File: src/rtl/proc_pkg.sv
`default_nettype none
// ============================================================================
// Module   : proc_pkg
// Purpose  : Shared types and instruction field slices for the step controller.
// Revision : 1.0 - initial release
// ============================================================================
package proc_pkg;

  localparam int INSTR_W = 10;
  localparam int OPC_MSB = 9;
  localparam int OPC_LSB = 6;
  localparam int RX_MSB  = 5;
  localparam int RX_LSB  = 3;
  localparam int RY_MSB  = 2;
  localparam int RY_LSB  = 0;

  typedef enum logic [3:0] {
    OP_LOAD = 4'd0,
    OP_COPY = 4'd1,
    OP_ADD  = 4'd2,
    OP_SUB  = 4'd3,
    OP_INV  = 4'd4,
    OP_FLIP = 4'd5,
    OP_AND  = 4'd6,
    OP_OR   = 4'd7,
    OP_XOR  = 4'd8
  } opcode_t;

  typedef enum logic [2:0] {
    ALU_ADD  = 3'd0,
    ALU_SUB  = 3'd1,
    ALU_INV  = 3'd2,
    ALU_FLIP = 3'd3,
    ALU_AND  = 3'd4,
    ALU_OR   = 3'd5,
    ALU_XOR  = 3'd6,
    ALU_PASS = 3'd7
  } alu_op_t;

  typedef enum logic [1:0] {
    T0 = 2'd0,
    T1 = 2'd1,
    T2 = 2'd2,
    T3 = 2'd3
  } tstep_t;

  // ALU function selected by an opcode; non-ALU opcodes map to PASS.
  function automatic alu_op_t alu_of(input logic [3:0] opc);
    alu_op_t res;
    case (opc)
      OP_ADD:  res = ALU_ADD;
      OP_SUB:  res = ALU_SUB;
      OP_INV:  res = ALU_INV;
      OP_FLIP: res = ALU_FLIP;
      OP_AND:  res = ALU_AND;
      OP_OR:   res = ALU_OR;
      OP_XOR:  res = ALU_XOR;
      default: res = ALU_PASS;
    endcase
    return res;
  endfunction

endpackage : proc_pkg
`default_nettype wire

File: src/rtl/instr_decoder.sv
`default_nettype none
// ============================================================================
// Module   : instr_decoder
// Purpose  : Combinational decode of (IR, timestep) into bus controls.
// Revision : 1.0 - initial release
// ============================================================================
module instr_decoder
  import proc_pkg::*;
#(
  parameter int NREG = 8
) (
  input  logic [INSTR_W-1:0] ir,
  input  tstep_t             step,
  output logic               ext_data_en,
  output logic [NREG-1:0]    reg_rd_sel,
  output logic               g_oe,
  output alu_op_t            alu_op,
  output logic               ir_ld_en,
  output logic [NREG-1:0]    reg_wr_sel,
  output logic               a_ld_en,
  output logic               g_ld_en,
  output logic               done_en,
  output logic               last_step
);

  logic [3:0]      w_opc;
  logic [2:0]      w_rx;
  logic [2:0]      w_ry;
  logic [NREG-1:0] w_rx_oh;
  logic [NREG-1:0] w_ry_oh;
  logic            w_binary;
  logic            w_unary;

  assign w_opc = ir[OPC_MSB:OPC_LSB];
  assign w_rx  = ir[RX_MSB:RX_LSB];
  assign w_ry  = ir[RY_MSB:RY_LSB];

  assign w_binary = (w_opc == OP_ADD) || (w_opc == OP_SUB) || (w_opc == OP_AND) ||
                    (w_opc == OP_OR)  || (w_opc == OP_XOR);
  assign w_unary  = (w_opc == OP_INV) || (w_opc == OP_FLIP);

  always_comb begin
    w_rx_oh = '0;
    w_ry_oh = '0;
    for (int i = 0; i < NREG; i++) begin
      w_rx_oh[i] = (int'(w_rx) == i);
      w_ry_oh[i] = (int'(w_ry) == i);
    end
  end

  always_comb begin
    ext_data_en = 1'b0;
    reg_rd_sel  = '0;
    g_oe        = 1'b0;
    alu_op      = ALU_PASS;
    ir_ld_en    = 1'b0;
    reg_wr_sel  = '0;
    a_ld_en     = 1'b0;
    g_ld_en     = 1'b0;
    done_en     = 1'b0;
    last_step   = 1'b0;
    case (step)
      T0: ir_ld_en = 1'b1;
      T1: begin
        if (w_opc == OP_LOAD) begin
          ext_data_en = 1'b1;
          reg_wr_sel  = w_rx_oh;
          done_en     = 1'b1;
          last_step   = 1'b1;
        end else if (w_opc == OP_COPY) begin
          reg_rd_sel  = w_ry_oh;
          reg_wr_sel  = w_rx_oh;
          done_en     = 1'b1;
          last_step   = 1'b1;
        end else if (w_binary) begin
          reg_rd_sel  = w_rx_oh;
          a_ld_en     = 1'b1;
        end else if (w_unary) begin
          reg_rd_sel  = w_ry_oh;
          alu_op      = alu_of(w_opc);
          g_ld_en     = 1'b1;
        end else begin
          // Illegal opcode: retire immediately with no datapath activity.
          done_en     = 1'b1;
          last_step   = 1'b1;
        end
      end
      T2: begin
        if (w_binary) begin
          reg_rd_sel  = w_ry_oh;
          alu_op      = alu_of(w_opc);
          g_ld_en     = 1'b1;
        end else if (w_unary) begin
          g_oe        = 1'b1;
          reg_wr_sel  = w_rx_oh;
          done_en     = 1'b1;
          last_step   = 1'b1;
        end else begin
          last_step   = 1'b1;
        end
      end
      default: begin
        if (w_binary) begin
          g_oe        = 1'b1;
          reg_wr_sel  = w_rx_oh;
          done_en     = 1'b1;
        end
        last_step     = 1'b1;
      end
    endcase
  end

endmodule : instr_decoder
`default_nettype wire

File: src/rtl/proc_step_controller.sv
`default_nettype none
// ============================================================================
// Module   : proc_step_controller
// Purpose  : Holds IR and timestep, synchronises reset release, gates strobes.
// Revision : 1.0 - initial release
// ============================================================================
module proc_step_controller
  import proc_pkg::*;
#(
  parameter int NREG = 8
) (
  input  logic               clk,
  input  logic               clrb,
  input  logic               step_pulse,
  input  logic [INSTR_W-1:0] instr,
  output logic               ir_ld,
  output logic               ext_data_en,
  output logic [NREG-1:0]    reg_rd_en,
  output logic [NREG-1:0]    reg_wr_en,
  output logic               a_ld,
  output logic               g_ld,
  output logic               g_oe,
  output logic [2:0]         alu_op,
  output logic               busy,
  output logic               done,
  output logic [1:0]         step
);

  logic [1:0]         r_rst_sync;
  logic [INSTR_W-1:0] r_ir;
  tstep_t             r_step;
  tstep_t             w_step_nxt;
  logic               w_adv;

  logic               w_ext;
  logic [NREG-1:0]    w_rd_sel;
  logic               w_goe;
  alu_op_t            w_alu;
  logic               w_ir_ld_en;
  logic [NREG-1:0]    w_wr_sel;
  logic               w_a_ld_en;
  logic               w_g_ld_en;
  logic               w_done_en;
  logic               w_last;

  // Assertion is immediate; strobes stay blocked until release has crossed two flops.
  always_ff @(posedge clk or negedge clrb) begin
    if (!clrb) r_rst_sync <= 2'b00;
    else       r_rst_sync <= {r_rst_sync[0], 1'b1};
  end

  assign w_adv = r_rst_sync[1] & step_pulse;

  instr_decoder #(.NREG(NREG)) u_dec (
    .ir          (r_ir),
    .step        (r_step),
    .ext_data_en (w_ext),
    .reg_rd_sel  (w_rd_sel),
    .g_oe        (w_goe),
    .alu_op      (w_alu),
    .ir_ld_en    (w_ir_ld_en),
    .reg_wr_sel  (w_wr_sel),
    .a_ld_en     (w_a_ld_en),
    .g_ld_en     (w_g_ld_en),
    .done_en     (w_done_en),
    .last_step   (w_last)
  );

  always_comb begin
    w_step_nxt = T0;
    if (!w_last) begin
      case (r_step)
        T0:      w_step_nxt = T1;
        T1:      w_step_nxt = T2;
        T2:      w_step_nxt = T3;
        default: w_step_nxt = T0;
      endcase
    end
  end

  always_ff @(posedge clk or negedge clrb) begin
    if (!clrb) begin
      r_step <= T0;
      r_ir   <= '0;
    end else if (w_adv) begin
      r_step <= w_step_nxt;
      if (ir_ld) r_ir <= instr;
    end
  end

  assign ir_ld       = w_adv & w_ir_ld_en;
  assign reg_wr_en   = w_adv ? w_wr_sel : '0;
  assign a_ld        = w_adv & w_a_ld_en;
  assign g_ld        = w_adv & w_g_ld_en;
  assign done        = w_adv & w_done_en;
  assign ext_data_en = w_ext;
  assign reg_rd_en   = w_rd_sel;
  assign g_oe        = w_goe;
  assign alu_op      = w_alu;
  assign step        = r_step;
  assign busy        = (r_step != T0);

endmodule : proc_step_controller
`default_nettype wire

File: config.mk
export PLATFORM = sky130hd
export DESIGN_NAME = proc_step_controller
export DESIGN_NICKNAME = d
export VERILOG_FILES = /design/src/rtl/proc_pkg.sv /design/src/rtl/instr_decoder.sv /design/src/rtl/proc_step_controller.sv
export SDC_FILE = /design/constraint.sdc
export NUM_CORES = 1
export LEC_CHECK = 0
export ABC_CLOCK_PERIOD_IN_PS = 4100
export BUFFER_PORTS_ARGS = -buffer_cell sky130_fd_sc_hd__buf_4
export CORE_ASPECT_RATIO = 0.9
export CORE_MARGIN = 3
export CORE_UTILIZATION = 52
export DETAILED_ROUTE_END_ITERATION = 8
export HOLD_SLACK_MARGIN = 0.02
export PLACE_DENSITY = 0.84
export SLEW_MARGIN = 15
export SYNTH_ARGS = -nofsm -noshare
export SYNTH_HDL_FRONTEND = slang
export SYNTH_SLANG_ARGS = --single-unit
export TNS_END_PERCENT = 50
File: constraint.sdc
create_clock -name clk -period 4.1 [get_ports clk]
set_clock_uncertainty 0.2 [all_clocks]
set_input_delay 1.025 -clock clk [delete_from_list [all_inputs] [get_ports clk]]
set_output_delay 1.025 -clock clk [all_outputs]
set_load 0.05 [all_outputs]
==> run summary, run 1 <==
DRC errors left: 0
Psw: 0.6264 mW
Synthesis Warnings: 0
Row cnt: 14
Via/cell ratio: 6.213
H-tree levels: 1
Flops & latches, synth: 14
Top_reg_cell synth: dfrtp_1
Syn Area/Cell: 8.928 sq um
Finished Cell Area: 1376 sq um
Setup crit end kind: output pin
CP dominant cell by count: nor4_1
Seq/Total Area, Yosys: 0.3325
Total GRT Usage: 0.2237
Tcrit/Tclk final: 0.8903
Via count: 1106
R2R Setup Slk: 2.06 ns
Startpoint types: flip-flop
WP data arrival: 2.43 ns
Critical path class: reg2out
Area after DPL: 1340 sq um
Number of global-route vias before repair: 960
Gate power share: 0.644
P&R area growth vs syn: 30.64%
CTS Buf Count: 3
Dpl cells: 174
Clock transition at path regs: 0.08 ns
RD Place Congestion: 0.8576
Worst r2r dst: step[0]
Leading area contributor after synthesis: dfrtp_1
Sw Ratio: 0.5562
Critical path's largest stage delay: 0.44 ns
Sequential share of power: 0.271
Hold Crit Start: r_rst_sync[0]
I/O Buffers: 40
FILL cells: 131
Worst path slowest cell: ha_1
Top cells by area, synth: dfrtp_1 33%, mux2_2 11%, ha_1 4.8%, nand2_1 4.3%, nor4_1 4.2%
Drt initial violations: 44
RSZ-0062 raised after global routing: false
Worst Reg2Reg Path Length in Cells: 6
Tot Pwr: 1.126 mW
Fin nets: 172
Min-delay worst type: reg2reg
Final setup viols: 0
Number of nets still failing antenna checks after routing: 0
Clock tree buffer depth: 2
Hold-fix buffers, CTS: 0
Tmin final: 3.650 ns
Hold Fails Final Rpt: 0
Post-CTS Setup Inserts: 0
Layout cells sized above 1: 0.3961
RR Startpoint: step[0]
FF/Latch Area: 350.3 sq um
Net count after synthesis: 135
Hold Path Stages: 0
Mapped cell area: 1054 sq um
Synth Instances: 118
Pwr dens: 818.3 nW/um^2
Fin. max-slew vios: 0
Diode count: 0
CTS root buffer: clkbuf_4
Area of the multi-input gates: 633.1 sq um
Final Non-Filler Cells: 178
Pleak: 0.6287 nW
Total gr overflow: 0
Number of I/O pins: 41
Fmax: 0.2739 GHz
Die Wd: 53.45 um
Worst vdd ir: 0.0006949 V
First-pass GRT wire length: 4367 um
Clock share of power: 0.085
Share of the synthesized area in the top cell type: 0.3325
Max-cap violation count: 0
DP HPWL: 2111 um
Initial core utilization: 0.5896
Cell breakdown of the critical path: inv_1 > ha_1 > mux2i_1 > nor4_1 > a21oi_2 > nor4_1 > buf_4
Drt wl/cell: 15.52 um
DR pass1 iterations: 4
Outcome: complete, no violations
Clk_lat worst skew: 0.27 ns
Largest net degree at the start of global routing: 15
Clk sinks: 14
Hold EP: r_rst_sync[1]
Ys async rst share: 1.000
Pint: 0.4999 mW
Die Ht: 48.70 um
Initial antenna violation count: 0
Worst Path Buf+Inv: 2
CTS tree: built
EDFF count, synth: 0
Critical path peak fanout: 14
Total wire length: 2762 um
Fin Setup TNS: 0 ns
Crit-path leading delay family: simple AND/OR/NAND/NOR gates
Worst Path Required: 2.87 ns
DIE AREA: 2603 sq um
Yosys cell types: 39
Cts repair resizes: 0
Core area: 1787 sq um
[cells by family after synthesis]
| kind of cell | after synthesis | share of synthesized area |
|---|---|---|
| mux | 11 | 0.1164 |
| compound gates | 27 | 0.1865 |
| flops | 14 | 0.3325 |
| buf+inv | 15 | 0.06651 |
| fa+ha+maj | 4 | 0.04751 |
| simple gates | 46 | 0.2470 |
| other cells | 1 | 0.003560 |
[worst max path at each step]
stage	to	startpoint	slack (ns)	cells past startpoint
2_1_floorplan	reg_wr_en[1]	step[1]	-0.31	6
3_3_place_gp	reg_wr_en[2]	step[1]	0.90	7
3_5_place_dp	reg_wr_en[3]	step[1]	0.77	7
4_1_cts	reg_wr_en[3]	step[1]	0.45	7
5_1_grt	reg_rd_en[0]	step[1]	0.23	7
6_report	reg_wr_en[3]	step[1]	0.45	7
[stage by stage]
step	setup WS, ns	utilization	hold WS [ns]
3_5_place_dp	0.7702	0.7500	0.1410
6_report	0.4496	0.7703	0.1574
4_1_cts	0.4456	0.7703	0.1602
5_1_grt	0.2315	0.7703	0.1728
3_3_place_gp	0.8980	0.7500	0.1353
2_1_floorplan	-0.3066	-	0.1312
[cells in the mapped netlist, types with 2 or more instances]
cell type	instances
mux2_2	10
nand3_1	2
a21oi_1	4
inv_1	7
nor3_1	3
nor2_1	6
o22ai_1	7
nand2b_1	5
clkbuf_1	4
o21ai_0	3
a32o_1	2
buf_2	2
dfrtp_1	14
nand4_1	2
nor4_1	7
and3_1	2
o32ai_1	2
ha_1	4
nand2_1	12
[cell usage in the layout (no fill, tap or decap), types with 2 or more instances in the layout]
cell type and count:
nand3_1 2, nand2_1 12, nand2b_1 5, ha_1 4, clkbuf_4 3, dfrtp_1 14
o22ai_1 7, o32ai_1 2, nor3_1 3, a21oi_1 4, inv_1 7, buf_4 40
nor2_1 6, and3_1 2, o21ai_0 3, mux2_2 10, nor4_1 7, a32o_1 2
nand4_1 2
[final cells by class]
cell class	count	share of cell area
Multi-Input combinational cell	89	0.4600
Timing Repair Buffer	40	0.2182
Tap cell	24	0.02182
Clock buffer	4	0.02636
Inverter	7	0.01909
Sequential cell	14	0.2545
[layer usage]
| metal | routed length (um) | part of all wire | vias to the layer above | track usage |
|---|---|---|---|---|
| li1 | - | - | 507 | - |
| met1 | 1101 | 0.40 | 520 | 0.2891 |
| met2 | 1328 | 0.48 | 74 | 0.3592 |
| met3 | 292 | 0.11 | 5 | 0.03681 |
| met4 | 40 | 0.014 | 0 | 0.09787 |
| met5 | 0 | 0 | - | 0 |
[flip-flops by register name, summed over array words and instances, names as in the netlist]
| signal | flops |
|---|---|
| r_rst_sync | 2 |
| r_ir | 10 |
| step | 2 |
[power by group through the flow]
| stage | Sequential (mW) | Combinational [mW] | Clock, mW |
|---|---|---|---|
| final | 0.305 | 0.726 | 0.0954 |
| after global routing | 0.316 | 0.778 | 0.105 |
| after CTS | 0.300 | 0.721 | 0.0995 |
| after detailed placement | 0.304 | 0.718 | 0 |
| after global placement | 0.295 | 0.700 | 0 |
| after floorplan | 0.277 | 0.570 | 0 |
Power figures use the tool's default switching activity.
==> run 2: changes to the inputs <==
--- a/config.mk
+++ b/config.mk
@@ -13,6 +13,7 @@
 export DETAILED_ROUTE_END_ITERATION = 8
 export HOLD_SLACK_MARGIN = 0.02
 export PLACE_DENSITY = 0.84
+export RECOVER_POWER = 50
 export SLEW_MARGIN = 15
 export SYNTH_ARGS = -nofsm -noshare
 export SYNTH_HDL_FRONTEND = slang
==> run 2 against run 1 <==
  * Final area shrank 0.27%
  * Fmax is essentially flat
  * Critical path type unchanged
  * Register-to-register slack is essentially flat
  * Die area is the same
==> run summary, run 2 (synthesized netlist as in run 1, its figures left out) <==
Setup crit end kind: output pin (unchanged)
DRC errors left: 0 (unchanged)
Via count: 1106 (unchanged)
Clock transition at path regs: 0.08 ns (about the same)
Die Wd: 53.45 um (unchanged)
Total wire length: 2763 um (was 2762 um)
Tot Pwr: 1.126 mW (about the same)
Min-delay worst type: reg2reg (unchanged)
Clock tree buffer depth: 2 (unchanged)
Final setup viols: 0 (unchanged)
CTS root buffer: clkbuf_4 (unchanged)
Critical path class: reg2out (unchanged)
WP data arrival: 2.43 ns (about the same)
Commonest cells after routing, fill and taps aside: 38 x buf_4, 14 x dfrtp_1, 12 x nand2_1 (was 40 x buf_4, 14 x dfrtp_1, 12 x nand2_1)
First-pass GRT wire length: 4367 um (unchanged)
Worst Path Required: 2.87 ns (about the same)
Die Ht: 48.70 um (unchanged)
H-tree levels: 1 (unchanged)
Max-slew headroom: 0.5325
Total GRT Usage: 0.2237 (unchanged)
Initial antenna violation count: 0 (unchanged)
Fin. max-slew vios: 0 (unchanged)
Max-cap violation count: 0 (unchanged)
Number of I/O pins: 41 (unchanged)
DP HPWL: 2111 um (unchanged)
Most common cell after layout, fill and taps aside: buf_4 (unchanged)
Hold-fix buffers, CTS: 0 (unchanged)
Clk sinks: 14 (unchanged)
Number of nets still failing antenna checks after routing: 0 (unchanged)
Cts repair resizes: 0 (unchanged)
Least-Margin Pin Slew: 0.7012 ns
Number of global-route vias before repair: 960 (unchanged)
Via/cell ratio: 6.213 (unchanged)
Pwr dens: 820.1 nW/um^2 (was 818.3 nW/um^2)
Drt wl/cell: 15.52 um (about the same)
FILL cells: 133 (was 131)
Worst vdd ir: 0.0006949 V (about the same)
RD Place Congestion: 0.8576 (unchanged)
Outcome: complete, no violations (unchanged)
CTS tree: built (unchanged)
DR pass1 iterations: 4 (unchanged)
I/O Buffers: 40 (unchanged)
Area of the multi-input gates: 633.1 sq um (unchanged)
Startpoint types: flip-flop (unchanged)
Fin Setup TNS: 0 ns (unchanged)
Tcrit/Tclk final: 0.8903 (about the same)
Largest reg by FF count: r_ir (unchanged)
R2R Setup Slk: 2.06 ns (about the same)
Diode count: 0 (unchanged)
Crit-path leading delay family: simple AND/OR/NAND/NOR gates (unchanged)
Cell breakdown of the critical path: inv_1 > ha_1 > mux2i_1 > nor4_1 > a21oi_2 > nor4_1 > buf_4 (unchanged)
Core area: 1787 sq um (unchanged)
CTS Buf Count: 3 (unchanged)
Drt initial violations: 44 (unchanged)
Layout cells sized above 1: 0.3896 (was 0.3961)
Tmin final: 3.650 ns (about the same)
Initial core utilization: 0.5896 (unchanged)
Worst Path Buf+Inv: 2 (unchanged)
Largest net degree at the start of global routing: 15 (unchanged)
Total gr overflow: 0 (unchanged)
CP dominant cell by count: nor4_1 (unchanged)
Worst path slowest cell: ha_1 (unchanged)
Critical path's largest stage delay: 0.44 ns (about the same)
Pleak: 0.6249 nW (was 0.6287 nW)
Clk_lat worst skew: 0.27 ns (about the same)
Fmax: 0.2739 GHz (about the same)
P&R area growth vs syn: 30.29% (was 30.64%)
DIE AREA: 2603 sq um (unchanged)
Fin nets: 172 (unchanged)
FF/Latch Area: 350.3 sq um (unchanged)
RSZ-0062 raised after global routing: false (unchanged)
Row cnt: 14 (unchanged)
Post-CTS Setup Inserts: 0 (unchanged)
Hold Fails Final Rpt: 0 (unchanged)
Critical path peak fanout: 14 (unchanged)
Max reg flops: 10 (unchanged)
## run 2: cell types whose count changed in the layout (fill, tap and decap cells not counted)
| cell | before | now |
|---|---|---|
| buf_4 | 40 | 38 |
| clkbuf_1 | 0 | 1 |
| clkbuf_4 | 3 | 4 |
## run 2: per-stage QoR
stage	hold WS [ns]	setup WS (ns)	instance area (sq um)	utilization	std cells
2_1_floorplan	0.1312	-0.3066	1054	-	118
3_3_place_gp	0.1353	0.8980	1340	0.7500	174
3_5_place_dp	0.1410	0.7702	1340	0.7500	174
4_1_cts	0.1602	0.4456	1376	0.7703	178
5_1_grt	0.1728	0.2315	1373	0.7682	178
6_report	0.1574	0.4496	1373	0.7682	178
## run 2: power by group
| group | switching (mW) | internal [mW] | total (mW) |
|---|---|---|---|
| logic | 0.477 | 0.248 | 0.725 |
| registers | 0.108 | 0.197 | 0.305 |
| clock network | 0.0414 | 0.0540 | 0.0954 |
| total | 0.626 | 0.499 | 1.13 |
## run 2: metal layers
| layer | up-vias | share of wire | GRT usage |
|---|---|---|---|
| met3 | 5 | 0.11 | 0.03681 |
| met2 | 74 | 0.48 | 0.3592 |
| met1 | 520 | 0.40 | 0.2891 |
| li1 | 507 | - | - |
| met5 | - | 0 | 0 |
| met4 | 0 | 0.014 | 0.09787 |
## run 2: final cells by class
cell class	instances	area share
multi-input combinational	89	0.4613
sequential	14	0.2552
timing repair buffer	40	0.2160
clock buffer	4	0.02644
tap	24	0.02188
inverter	7	0.01914
## run 2: final timing paths
path / start / to / cells past startpoint
worst max-delay path: step[1] / reg_wr_en[3] / 7
worst min-delay path: r_rst_sync[0] / r_rst_sync[1] / 0
worst max register to register: step[0] / step[0] / 6
worst min register to register: r_rst_sync[0] / r_rst_sync[1] / 0
max in group asynchronous: clrb / r_ir[8] / 1
min in group asynchronous: clrb / r_ir[1] / 1
==> run 3: changes to the inputs <==
--- a/config.mk
+++ b/config.mk
@@ -5,11 +5,12 @@
 export SDC_FILE = /design/constraint.sdc
 export NUM_CORES = 1
 export LEC_CHECK = 0
+export ABC_AREA = 1
 export ABC_CLOCK_PERIOD_IN_PS = 4100
 export BUFFER_PORTS_ARGS = -buffer_cell sky130_fd_sc_hd__buf_4
 export CORE_ASPECT_RATIO = 0.9
 export CORE_MARGIN = 3
-export CORE_UTILIZATION = 52
+export CORE_UTILIZATION = 53
 export DETAILED_ROUTE_END_ITERATION = 8
 export HOLD_SLACK_MARGIN = 0.02
 export PLACE_DENSITY = 0.84
==> run 3 against run 2 <==
  * Power rose by 5.0%
  * Utilization fell by 2.2 points
  * Clock power rose by 2.5%
  * Synthesized cell count rose by 60%
  * Synthesized area rose by 11%
  * Worst hold slack got worse by 0.0045 ns
  * Register-to-register slack got worse by 0.10 ns
  * Non-clock buffer count rose by 2
  * Flip-flop and latch count did not move
  * Routed wire length rose by 16%
==> run summary, run 3 <==
Outcome: complete, no violations (unchanged)
Tot Pwr: 1.182 mW (was 1.126 mW)
Top cells by area, synth: dfrtp_1 30%, nand2_1 20%, nor3_1 9.8%, nand3_1 6.8%, inv_1 5.4% (was dfrtp_1 33%, mux2_2 11%, ha_1 4.8%, nand2_1 4.3%, nor4_1 4.2%)
Gate power share: 0.690 (was 0.644)
Psw: 0.7164 mW (was 0.6264 mW)
Commonest cells after routing, fill and taps aside: 63 x nand2_1, 39 x buf_4, 23 x nor3_1 (was 38 x buf_4, 14 x dfrtp_1, 12 x nand2_1)
Clock share of power: 0.083 (was 0.085)
Leading area contributor after synthesis: dfrtp_1 (unchanged)
Seq/Total Area, Yosys: 0.2991 (was 0.3325)
RD Place Congestion: 0.8936 (was 0.8576)
Drt initial violations: 94 (was 44)
Fin nets: 246 (was 172)
P&R area growth vs syn: 27.88% (was 30.29%)
I/O Buffers: 40 (unchanged)
Flops & latches, synth: 14 (unchanged)
Least-Margin Pin Slew: 0.6944 ns (was 0.7012 ns)
Top_reg_cell synth: dfrtp_1 (unchanged)
Final setup viols: 0 (unchanged)
CTS root buffer: clkbuf_4 (unchanged)
First-pass GRT wire length: 5451 um (was 4367 um)
Initial core utilization: 0.5832 (was 0.5896)
Setup crit end kind: output pin (unchanged)
Worst r2r dst: r_ir[8] (was step[0])
Yosys cell types: 24 (was 39)
Tmin final: 3.462 ns (was 3.650 ns)
R2R Setup Slk: 1.96 ns (was 2.06 ns)
Net count after synthesis: 206 (was 135)
Synth Instances: 189 (was 118)
Sequential share of power: 0.228 (was 0.271)
Critical path class: in2out (was reg2out)
Startpoint types: primary input (was flip-flop)
Cts repair resizes: 0 (unchanged)
Ys async rst share: 1.000 (unchanged)
Fmax: 0.2889 GHz (was 0.2739 GHz)
Fin Setup TNS: 0 ns (unchanged)
Die Wd: 55.55 um (was 53.45 um)
Hold-fix buffers, CTS: 0 (unchanged)
Mapped cell area: 1171 sq um (was 1054 sq um)
Number of nets still failing antenna checks after routing: 0 (unchanged)
Worst vdd ir: 0.0005556 V (was 0.0006949 V)
CTS tree: built (unchanged)
Post-CTS Setup Inserts: 0 (unchanged)
Critical path peak fanout: 20 (was 14)
Pleak: 0.7200 nW (was 0.6249 nW)
Synthesis Warnings: 0 (unchanged)
RR Startpoint: step[0] (unchanged)
Worst Path Required: 2.87 ns (about the same)
Clk sinks: 14 (unchanged)
Max-cap violation count: 0 (unchanged)
CTS Buf Count: 3 (unchanged)
Hold EP: r_rst_sync[1] (unchanged)
Pint: 0.4657 mW (was 0.4993 mW)
Number of global-route vias before repair: 1235 (was 960)
Sw Ratio: 0.6060 (was 0.5564)
EDFF count, synth: 0 (unchanged)
DR pass1 iterations: 4 (unchanged)
Clock tree buffer depth: 2 (unchanged)
Most common cell after layout, fill and taps aside: nand2_1 (was buf_4)
Total GRT Usage: 0.2441 (was 0.2237)
Total gr overflow: 0 (unchanged)
Layout cells sized above 1: 0.2193 (was 0.3896)
Number of I/O pins: 41 (unchanged)
Hold Crit Start: r_rst_sync[0] (unchanged)
Via/cell ratio: 5.549 (was 6.213)
Max reg flops: 10 (unchanged)
Core area: 2008 sq um (was 1787 sq um)
Largest reg by FF count: r_ir (unchanged)
DIE AREA: 2811 sq um (was 2603 sq um)
Hold Path Stages: 0 (unchanged)
Clk_lat worst skew: 0.28 ns (was 0.27 ns)
Total wire length: 3195 um (was 2763 um)
Synth cell count leaders: 63 x nand2_1, 23 x nor3_1, 17 x inv_1, 16 x nand3_1, 14 x dfrtp_1 (was 14 x dfrtp_1, 12 x nand2_1, 10 x mux2_2)
Initial antenna violation count: 0 (unchanged)
Tcrit/Tclk final: 0.8443 (was 0.8903)
Post-route core utilization: 0.7458 (was 0.7682)
FF/Latch Area: 350.3 sq um (unchanged)
Hold Fails Final Rpt: 0 (unchanged)
Row cnt: 15 (was 14)
Share of the synthesized area in the top cell type: 0.2991 (was 0.3325)
WP data arrival: 2.24 ns (was 2.43 ns)
Min-delay worst type: reg2reg (unchanged)
DRC errors left: 0 (unchanged)
Pwr dens: 789.2 nW/um^2 (was 820.1 nW/um^2)
Die Ht: 50.60 um (was 48.70 um)
Max-slew headroom: 0.5371 (was 0.5325)
Most frequent cell after synthesis: nand2_1 (was dfrtp_1)
Fin. max-slew vios: 0 (unchanged)
Largest net degree at the start of global routing: 22 (was 15)
Via count: 1404 (was 1106)
DP HPWL: 2532 um (was 2111 um)
Clock transition at path regs: 0.08 ns (about the same)
Area of the multi-input gates: 704.4 sq um (was 633.1 sq um)
Diode count: 0 (unchanged)
RSZ-0062 raised after global routing: false (unchanged)
Syn Area/Cell: 6.196 sq um (was 8.928 sq um)
H-tree levels: 1 (unchanged)
Worst Reg2Reg Path Length in Cells: 6 (unchanged)
FILL cells: 175 (was 133)
Drt wl/cell: 12.63 um (was 15.52 um)
-- run 3: cell count changes after synthesis, moves of 6 or more --
cell / change
mux2_2: -9
nor3_1: +20
nor4_1: -7
o22ai_1: -7
nand3_1: +14
a21oi_1: +6
nand2_1: +51
inv_1: +10
o21ai_0: +7
nor2_1: +7
-- run 3: kinds of logic (layout without fill, tap and decap cells) --
kind of cell | Yosys count | in the layout | synth area share
AOI/OAI and AO/OA | 25 | 25 | 0.1143
adders and majority gates | 4 | 4 | 0.04274
buffers and inverters | 25 | 64 | 0.09935
DFF | 14 | 14 | 0.2991
muxes | 1 | 1 | 0.009615
other | 1 | 1 | 0.003202
and+or+nand+nor | 119 | 119 | 0.4316
-- run 3: final cells by class --
| class | instances | share of cell area |
|---|---|---|
| clock buffer | 4 | 0.02423 |
| inverter | 18 | 0.04511 |
| multi-input combinational | 150 | 0.4703 |
| sequential | 14 | 0.2339 |
| tap | 25 | 0.02089 |
| timing repair buffer | 42 | 0.2055 |
-- run 3: power by group through the flow --
stage	logic, mW	clock network (mW)	registers (mW)
final	0.815	0.0978	0.269
after global routing	0.894	0.105	0.280
after global placement	0.784	0	0.262
after floorplan	0.606	0	0.281
after CTS	0.808	0.0996	0.266
after detailed placement	0.805	0	0.269
-- run 3: how the worst max path moves through the flow --
stage          startpoint           end
4_1_cts           step[1]  reg_wr_en[6]
3_3_place_gp   step_pulse  reg_wr_en[0]
3_5_place_dp   step_pulse          done
2_1_floorplan  step_pulse  reg_wr_en[0]
6_report       step_pulse         ir_ld
5_1_grt        step_pulse         ir_ld
-- run 3: metrics by stage --
stage	hold slack, ns	setup WS, ns	cell area (sq um)	instances
after floorplan	0.1312	0.3841	1171	189
after global placement	0.1334	0.9130	1469	249
after detailed placement	0.1358	0.8516	1469	249
after CTS	0.1547	0.7739	1505	253
after global routing	0.1636	0.4831	1498	253
final	0.1529	0.6384	1498	253
-- run 3: worst max-delay path, stage by stage --
cell and delay [ns]:
clkbuf_4 0.10, nand2_1 0.15, nor2_1 0.14, clkbuf_1 0.51, buf_4 0.32
-- run 3: layer usage --
metal | routed length (um) | GRT usage | share of wire
met1 | 1425 | 0.3270 | 0.45
met2 | 1423 | 0.3878 | 0.45
met3 | 293 | 0.04370 | 0.092
met4 | 53 | 0.1012 | 0.017
met5 | 0 | 0 | 0
